<file path="src/rtl/dmux_dispatch_4bit_pkg.sv">
// Shared widths, destination encodings and entry layout for the 4-bit dispatch feeder.
package dmux_dispatch_4bit_pkg;

    localparam int unsigned NumChan = 4;
    localparam int unsigned DataW   = 4;
    localparam int unsigned SelW    = 2;

    // Destination order matches demux channels a/b/c/d for sel 0..3.
    typedef enum logic [SelW-1:0] {
        DestA = 2'd0,
        DestB = 2'd1,
        DestC = 2'd2,
        DestD = 2'd3
    } dest_e;

    typedef struct packed {
        dest_e            dest;
        logic [DataW-1:0] data;
    } entry_t;

    localparam int unsigned EntryW = $bits(entry_t);

    // One-hot channel offer for a given select.
    function automatic logic [NumChan-1:0] sel_onehot(input logic [SelW-1:0] sel);
        logic [NumChan-1:0] oh;
        oh      = '0;
        oh[sel] = 1'b1;
        return oh;
    endfunction

endpackage

</file>
<file path="src/rtl/dmux_dispatch_4bit_fifo.sv">
// Synchronous FIFO holding dispatch entries; head entry is read straight from storage.
module dispatch_fifo #(
    parameter int unsigned DEPTH = 4,
    parameter int unsigned WIDTH = 6
) (
    input  logic                   clk,
    input  logic                   rst_n,
    input  logic                   push_i,
    input  logic [WIDTH-1:0]       wdata_i,
    input  logic                   pop_i,
    output logic [WIDTH-1:0]       head_o,
    output logic [$clog2(DEPTH):0] count_o,
    output logic                   full_o,
    output logic                   empty_o
);

    localparam int unsigned PtrW = $clog2(DEPTH);
    localparam int unsigned CntW = PtrW + 1;
    localparam logic [CntW-1:0] FullCnt = CntW'(DEPTH);

    logic [WIDTH-1:0] mem_q [DEPTH];
    logic [PtrW-1:0]  wr_ptr_q, wr_ptr_d;
    logic [PtrW-1:0]  rd_ptr_q, rd_ptr_d;
    logic [CntW-1:0]  count_q, count_d;
    logic             do_push, do_pop;

    // Guard against push when full and pop when empty so count stays in 0..DEPTH.
    assign full_o  = (count_q == FullCnt);
    assign empty_o = (count_q == '0);
    assign do_push = push_i & ~full_o;
    assign do_pop  = pop_i & ~empty_o;
    assign head_o  = mem_q[rd_ptr_q];
    assign count_o = count_q;

    // Next pointers wrap naturally since DEPTH is a power of two.
    always_comb begin
        wr_ptr_d = wr_ptr_q;
        rd_ptr_d = rd_ptr_q;
        count_d  = count_q;
        if (do_push) wr_ptr_d = wr_ptr_q + PtrW'(1);
        if (do_pop)  rd_ptr_d = rd_ptr_q + PtrW'(1);
        unique case ({do_push, do_pop})
            2'b10:   count_d = count_q + CntW'(1);
            2'b01:   count_d = count_q - CntW'(1);
            default: count_d = count_q;
        endcase
    end

    // Pointer and occupancy state.
    always_ff @(posedge clk or negedge rst_n) begin
        if (!rst_n) begin
            wr_ptr_q <= '0;
            rd_ptr_q <= '0;
            count_q  <= '0;
        end else begin
            wr_ptr_q <= wr_ptr_d;
            rd_ptr_q <= rd_ptr_d;
            count_q  <= count_d;
        end
    end

    // Storage is not reset; stale contents are never presented because empty gates the head.
    always_ff @(posedge clk) begin
        if (do_push) mem_q[wr_ptr_q] <= wdata_i;
    end

endmodule

</file>
<file path="src/rtl/dmux_dispatch_4bit.sv">
// Dispatch feeder: buffers tagged nibbles and offers the head to one of four demux channels.
module dmux_dispatch_4bit
    import dmux_dispatch_4bit_pkg::*;
#(
    parameter int unsigned DEPTH     = 4,
    parameter int unsigned STALL_MAX = 15
) (
    input  logic                   clk,
    input  logic                   rst_n,
    input  logic                   in_valid_i,
    output logic                   in_ready_o,
    input  logic [DataW-1:0]       in_data_i,
    input  logic [SelW-1:0]        in_dest_i,
    output logic [DataW-1:0]       out_data_o,
    output logic [SelW-1:0]        out_sel_o,
    output logic [NumChan-1:0]     out_valid_o,
    input  logic [NumChan-1:0]     out_ready_i,
    output logic [$clog2(DEPTH):0] count_o,
    output logic                   stall_err_o,
    input  logic                   clr_err_i
);

    localparam logic [7:0] StallMax = 8'(STALL_MAX);

    entry_t            wr_entry;
    entry_t            head_entry;
    logic [EntryW-1:0] head_raw;
    logic [SelW-1:0]   head_sel;
    logic              full, empty, push, pop;
    logic [7:0]        stall_cnt_q, stall_cnt_d;
    logic              stall_err_q, stall_err_d;

    assign wr_entry   = '{dest: dest_e'(in_dest_i), data: in_data_i};
    assign head_entry = entry_t'(head_raw);
    assign head_sel   = head_entry.dest;

    // in_ready depends only on occupancy, never on out_ready.
    assign in_ready_o = ~full;
    assign push       = in_valid_i & ~full;

    dispatch_fifo #(
        .DEPTH (DEPTH),
        .WIDTH (EntryW)
    ) u_fifo (
        .clk     (clk),
        .rst_n   (rst_n),
        .push_i  (push),
        .wdata_i (wr_entry),
        .pop_i   (pop),
        .head_o  (head_raw),
        .count_o (count_o),
        .full_o  (full),
        .empty_o (empty)
    );

    // Head presentation; zeros when empty. Only the addressed channel's ready can pop.
    always_comb begin
        out_sel_o   = '0;
        out_data_o  = '0;
        out_valid_o = '0;
        if (!empty) begin
            out_sel_o   = head_sel;
            out_data_o  = head_entry.data;
            out_valid_o = sel_onehot(head_sel);
        end
    end

    assign pop = ~empty & out_ready_i[out_sel_o];

    // Stall counter next state; set dominates clear so a still-blocked head keeps the flag.
    always_comb begin
        stall_cnt_d = stall_cnt_q;
        if (empty || pop) begin
            stall_cnt_d = '0;
        end else if (stall_cnt_q != 8'hFF) begin
            stall_cnt_d = stall_cnt_q + 8'd1;
        end
        stall_err_d = stall_err_q;
        if (clr_err_i) stall_err_d = 1'b0;
        if (stall_cnt_d >= StallMax) stall_err_d = 1'b1;
    end

    // Stall state registers.
    always_ff @(posedge clk or negedge rst_n) begin
        if (!rst_n) begin
            stall_cnt_q <= '0;
            stall_err_q <= 1'b0;
        end else begin
            stall_cnt_q <= stall_cnt_d;
            stall_err_q <= stall_err_d;
        end
    end

    assign stall_err_o = stall_err_q;

endmodule

</file>
<file path="config.mk">
export PLATFORM = sky130hd
export DESIGN_NAME = dmux_dispatch_4bit
export DESIGN_NICKNAME = d
export VERILOG_FILES = /design/src/rtl/dmux_dispatch_4bit_pkg.sv /design/src/rtl/dmux_dispatch_4bit_fifo.sv /design/src/rtl/dmux_dispatch_4bit.sv
export SDC_FILE = /design/constraint.sdc
export NUM_CORES = 1
export LEC_CHECK = 0
export BUFFER_PORTS_ARGS = -buffer_cell sky130_fd_sc_hd__buf_2
export CORE_MARGIN = 4
export CORE_UTILIZATION = 50
export DETAILED_ROUTE_END_ITERATION = 7
export HOLD_SLACK_MARGIN = 0.15
export PLACE_DENSITY = 0.71
export SYNTH_ARGS = -nofsm -noshare
export SYNTH_HDL_FRONTEND = slang
export SYNTH_SLANG_ARGS = --single-unit
</file>
<file path="constraint.sdc">
create_clock -name clk -period 7.4 [get_ports clk]
set_input_delay 1.11 -clock clk [delete_from_list [all_inputs] [get_ports clk]]
set_output_delay 1.11 -clock clk [all_outputs]
set_load 0.02 [all_outputs]
</file>
# Word level (Yosys, flattened, before mapping)
# Memory sizes are Yosys's and may differ from the RTL's.
# Index checks and enable logic that the tools add are counted.
[classes] n_addsub=5 multipliers=0 n_div=0 magnitude_cmp=4 eq_ne=4 shifts=0 n_mux=14 bitwise=6 n_reduce_logical=5
[op_table] cell="8-bit two-way mux" n=2
[op_table] cell="8-bit by 1-bit adder with 8-bit output, second input constant" n=1
[op_table] cell="8-bit by 4-bit greater-or-equal comparator with 1-bit output, second input constant" n=1
[op_table] cell="4-bit two-way mux" n=2
[op_table] cell="8-bit != test, second input constant" n=1
[op_table] cell="2-bit by 3-bit < comparator with 1-bit output, second input constant" n=2
[op_table] cell="1-bit two-way mux" n=6
[op_table] cell="3-bit case mux with 2 select lines" n=1
[op_table] cell="2-bit by 1-bit adder with 2-bit output, second input constant" n=2
[op_table] cell="1-bit bitwise AND" n=4
[op_table] cell="2-bit nonzero test" n=2
[op_table] cell="3-bit by 1-bit adder with 3-bit output, second input constant" n=1
[op_table] cell="3-bit equality test, second input constant" n=1
[op_table] cell="3-bit zero test" n=1
[op_table] cell="3-bit by 1-bit subtractor with 3-bit output, second input constant" n=1
[op_table] cell="1-bit binary-select mux with 2-bit select" n=1
[op_table] cell="1-bit demux with 2-bit select" n=1
[op_table] cell="2-bit by 1-bit equality test with 1-bit output, second input constant" n=1
[op_table] cell="2-bit equality test, second input constant" n=1
[op_table] cell="2-bit by 1-bit greater-or-equal comparator with 1-bit output, second input constant" n=1
[op_table] cell="2-bit two-way mux" n=1
[op_table] cell="1-bit inverter" n=2
[op_table] cell="1-bit logical AND" n=1
[op_table] cell="1-bit logical OR" n=1
[totals] reg_bits=16 latch_bits=0 ramBits=24 rom_bits=0 out_inout_bits=15 n_memories=1
[mem_list] name="u_fifo.mem_q" depth=4 width=6 rd=1 rd_clocked_by_memory_dff=0 write_ports=1 line="dmux_dispatch_4bit_fifo.sv:21" rtl="logic [WIDTH-1:0] mem_q [DEPTH];"

# Depth between registers and ports, before layout
[logic_depth] word_depth=9 ltp_mapped=12 depth_no_buf=11

# Cells and area by module
# Synthesis repeated with hierarchy kept, for this count alone.
[unflattened] hier_cells=134 hier_area_um2=1901.8
[by_module_without_submodules] module="dispatch_fifo" instances=1 cells_each=69 area_each_um2=1306.3 seq_area_each_um2=895.9
[by_module_without_submodules] module="dmux_dispatch_4bit" instances=1 cells_each=65 area_each_um2=595.6 seq_area_each_um2=225.2

# Least setup slack after synthesis
# OpenSTA, ideal clock, no wires.
[synth_path] kind="reg-to-output" from="register u_fifo.count_q[0], in the netlist u_fifo.count_o[0]" to="output port out_valid_o[2]" t_arrival_ps=1551 required_ps=6290 setup_slack_ps=4739 stages_incl_launch_ff=5 n_path_buf=1 path_cell_list="dfrtp_1 > or3_1 > clkbuf_1 > and2_1 > nor2b_1"
[synth_between] elab_chain_len=2
[synth_rtl] item="start, declared" line="dmux_dispatch_4bit_fifo.sv:24" rtl="logic [CntW-1:0] count_q, count_d;"
[synth_rtl] item="start signal, assigned" line="dmux_dispatch_4bit_fifo.sv:58" rtl="count_q <= count_d;"
[synth_rtl] item="3-bit zero test" line="dmux_dispatch_4bit_fifo.sv:29" rtl="assign empty_o = (count_q == '0);"
[synth_rtl] item="4-bit two-way mux" line="dmux_dispatch_4bit.sv:61" rtl="if (!empty) begin"
[synth_rtl] item="end, declared" line="dmux_dispatch_4bit.sv:16" rtl="output logic [NumChan-1:0] out_valid_o,"
# No other way between the ends.

# Worst setup path after layout
[layout_path] from="register u_fifo.rd_ptr_q[0]" to="output port out_valid_o[2]"
[layout_between] elab_chain_len=6 word_cells_on_any_way=7 classes_between="order compare (2); mux (3); reduce/logical (1); memory (1)"
[layout_rtl] item="start, declared" line="dmux_dispatch_4bit_fifo.sv:23" rtl="logic [PtrW-1:0] rd_ptr_q, rd_ptr_d;"
[layout_rtl] item="start signal, assigned" line="dmux_dispatch_4bit_fifo.sv:57" rtl="rd_ptr_q <= rd_ptr_d;"
[layout_rtl] item="memory read 4 x 6 bit *"
[layout_rtl] item="2-bit by 3-bit < comparator with 1-bit output (implied by the code) / 2-bit by 1-bit greater-or-equal comparator with 1-bit output (equally long branches)" line="dmux_dispatch_4bit_pkg.sv:27" rtl="oh[sel] = 1'b1;"
[layout_rtl] item="1-bit logical AND (implied by the code)" line="dmux_dispatch_4bit_pkg.sv:27"
[layout_rtl] item="1-bit two-way mux (implied by the code)" line="dmux_dispatch_4bit_pkg.sv:27"
[layout_rtl] item="1-bit demux with 2-bit select *" line="dmux_dispatch_4bit_pkg.sv:27"
[layout_rtl] item="4-bit two-way mux *" line="dmux_dispatch_4bit.sv:61"
# Every way passes the cells marked *; elsewhere a longest branch is shown, timed or not.

==> flow_metrics.env <==
export IMPL_slew_headroom=0.6534
export IMPL_syn2layout_area_growth_pct=16.98
export IMPL_synthDistinctLibCells=34
export IMPL_dr_first_iter_drc_count=88
export IMPL_p_per_area_mw_per_mm2=434.4
export IMPL_grt_overflow_total=0
export IMPL_multi_input_area_um2=770.7
export IMPL_numCtsBuffers=5
export IMPL_first_global_vias=1209
export IMPL_p_leak_nw=0.9855
export IMPL_cts_max_path_buffers=2
export IMPL_crit_required_ps=6290
export IMPL_wl_um=3481
export IMPL_cp_arrival_ps=2110
export IMPL_endpoint_kind="output port"
export IMPL_clock_sinks=40
export IMPL_die_w_um=70.50
export IMPL_drv_slew=0
export IMPL_finalSetupTns_ps=0
export IMPL_first_pass_iters=4
export IMPL_ctsHoldBuffers=0
export IMPL_diodes=0
export IMPL_clk_pin_slew_ps=80
export IMPL_syn_avg_cell_area_um2=13.47
export IMPL_track_usage=0.1486
export IMPL_max_cap_viol_count=0
export IMPL_hpwl_um=2532
export IMPL_fmax_mhz=310.7
export IMPL_irDropWorstVdd_uv=216.0
export IMPL_cts_tree="yes"
export IMPL_fin_crit_sh=0.4349
export IMPL_antenna_found_initial=0
export IMPL_routabilityCongestion=0.7815
export IMPL_status="complete, no violations"
export IMPL_via_per_inst=5.509
export IMPL_ys_flop_type="edfxtp_1"
export IMPL_hold_class="reg2reg"
export IMPL_clkLatencyLatePin_ps=290
export IMPL_slowest_stage="dfrtp_1"
export IMPL_final_cell_mix="buf_2 (28), edfxtp_1 (24), dfrtp_1 (16)"
export IMPL_root_buffer="clkbuf_8"
export IMPL_setup_violations=0
export IMPL_drt_wirelength_per_cell_um=15.54
export IMPL_synth_warnings=0
export IMPL_seq_area_mm2=0.001121
export IMPL_grt_pass1_wl_um=5664
export IMPL_rows=22
export IMPL_drive_gt1_frac=0.2727
export IMPL_seq_area_frac_synth=0.5740
export IMPL_finalCoreUtilization=0.6148
export IMPL_critPathMaxStageDelay_ps=670
export IMPL_synthArstFlopShare=0.4000
export IMPL_cts_max_level=2
export IMPL_post_cts_buffers=0
export IMPL_rsz0062_at_grt="false"
export IMPL_hold_violations=0
export IMPL_critPathMaxFanout=13
export IMPL_synth_seq_cells=40
export IMPL_io_pins=29
export IMPL_path_class="reg2out"
export IMPL_nets=196
export IMPL_fill_cells=270
export IMPL_period_needed_ps=3219
export IMPL_initial_utilization=0.5256
export IMPL_worst_pin_slew_ps=519.9
export IMPL_grt_max_degree=17
export IMPL_layout_commonest_cell="buf_2"
export IMPL_synth_area_mm2=0.001953
export IMPL_design_core_area_mm2=0.003716
export IMPL_synth_edf_count=24
export IMPL_drc=0
export IMPL_worstPathCellList="mux4_2 -> and2_1 -> nor2b_1 -> buf_2"
export IMPL_design_power_total_mw=0.9925
export IMPL_netlist_instances=145
export IMPL_cts_resized=0
export IMPL_port_buffers=28
export IMPL_final_setup_skew_ps=8.445
export IMPL_drtAntennaViolNets=0
export IMPL_critPathLaunchType="flip-flop"
export IMPL_syn_num_nets=166
export IMPL_die_area_mm2=0.004970
export IMPL_dr_total_vias=1234
export IMPL_die_h_um=70.50
[synthesized netlist by cell type, types with 4 or more instances]
cell type,instances,area (um^2)
and3_1,7,43.79
dfrtp_1,16,400.4
ha_1,6,75.07
a31oi_1,5,31.28
nand2_1,5,18.77
mux4_2,5,112.6
edfxtp_1,24,720.7
inv_1,9,33.78
xnor2_1,4,35.03
and2_1,6,37.54
nor2_1,7,26.28
mux2i_1,11,110.1
a21oi_1,4,20.02
[sequential cells by signal, summed over array words and instances, names as in the netlist]
register / flops
u_fifo.rd_ptr_q: 2
u_fifo.count_o: 3
stall_err_o: 1
stall_cnt_q: 8
u_fifo.wr_ptr_q: 2
u_fifo.mem_q: 24
[cell type report]
class / instances / area share
Clock inverter: 3 / 0.03943
Inverter: 9 / 0.01479
Sequential cell: 40 / 0.4907
Multi-Input combinational cell: 91 / 0.3373
Tap cell: 48 / 0.02629
Timing Repair Buffer: 28 / 0.06134
Clock buffer: 5 / 0.03012
[per-stage QoR]
stage / worst slack [ps] / std cells / hold WS [ps] / cell area (um^2)
final: 4181 / 224 / 527.8 / 2285
after global routing: 4046 / 224 / 576.1 / 2285
after CTS: 4152 / 224 / 531.7 / 2285
after global placement: 4491 / 216 / 488.3 / 2126
after floorplan: 4739 / 145 / 467.9 / 1953
after detailed placement: 4385 / 216 / 511.2 / 2126
[routing by layer]
layer / routed length (um) / part of all wire / GRT usage
met5: 0 / 0 / 0
met4: 35 / 0.010 / 0.05106
met3: 145 / 0.042 / 0.04748
met2: 1754 / 0.50 / 0.2380
met1: 1545 / 0.44 / 0.1908
[worst max-delay path, delay by kind of cell, from the launching register on]
kind	cells	cell delay, ps
simple gates	2	320
buf+inv	1	160
flops	1	670
mux	1	660
[power by group]
group          total [mW]  internal (mW)  switching (mW)
sequential          0.343          0.293          0.0499
clock               0.242          0.169          0.0735
combinational       0.408          0.172           0.236
[logic make-up (layout without fill, tap and decap cells)]
kind of cell,Yosys count,in the layout,share of synthesized area
flops,40,40,0.5740
buf+inv,14,45,0.03139
compound gates,18,18,0.06662
mux,17,17,0.1211
simple gates,42,42,0.1269
xor+xnor,7,7,0.03139
fa+ha+maj,7,7,0.04869
[worst paths after layout]
| path | from | endpoint | slack (ps) | cells after the start |
|---|---|---|---|---|
| worst max-delay path | u_fifo.rd_ptr_q[0] | out_valid_o[2] | 4180 | 4 |
| worst min-delay path | u_fifo.count_o[0] | u_fifo.count_o[0] | 530 | 1 |
| worst max register to register | u_fifo.rd_ptr_q[0] | u_fifo.count_o[2] | 4390 | 10 |
| worst min register to register | u_fifo.count_o[0] | u_fifo.count_o[0] | 530 | 1 |
| max in group asynchronous | rst_n | stall_cnt_q[0] | 6420 | 1 |
| min in group asynchronous | rst_n | u_fifo.count_o[1] | 720 | 1 |
No activity file was read; power rests on OpenSTA's default activity.
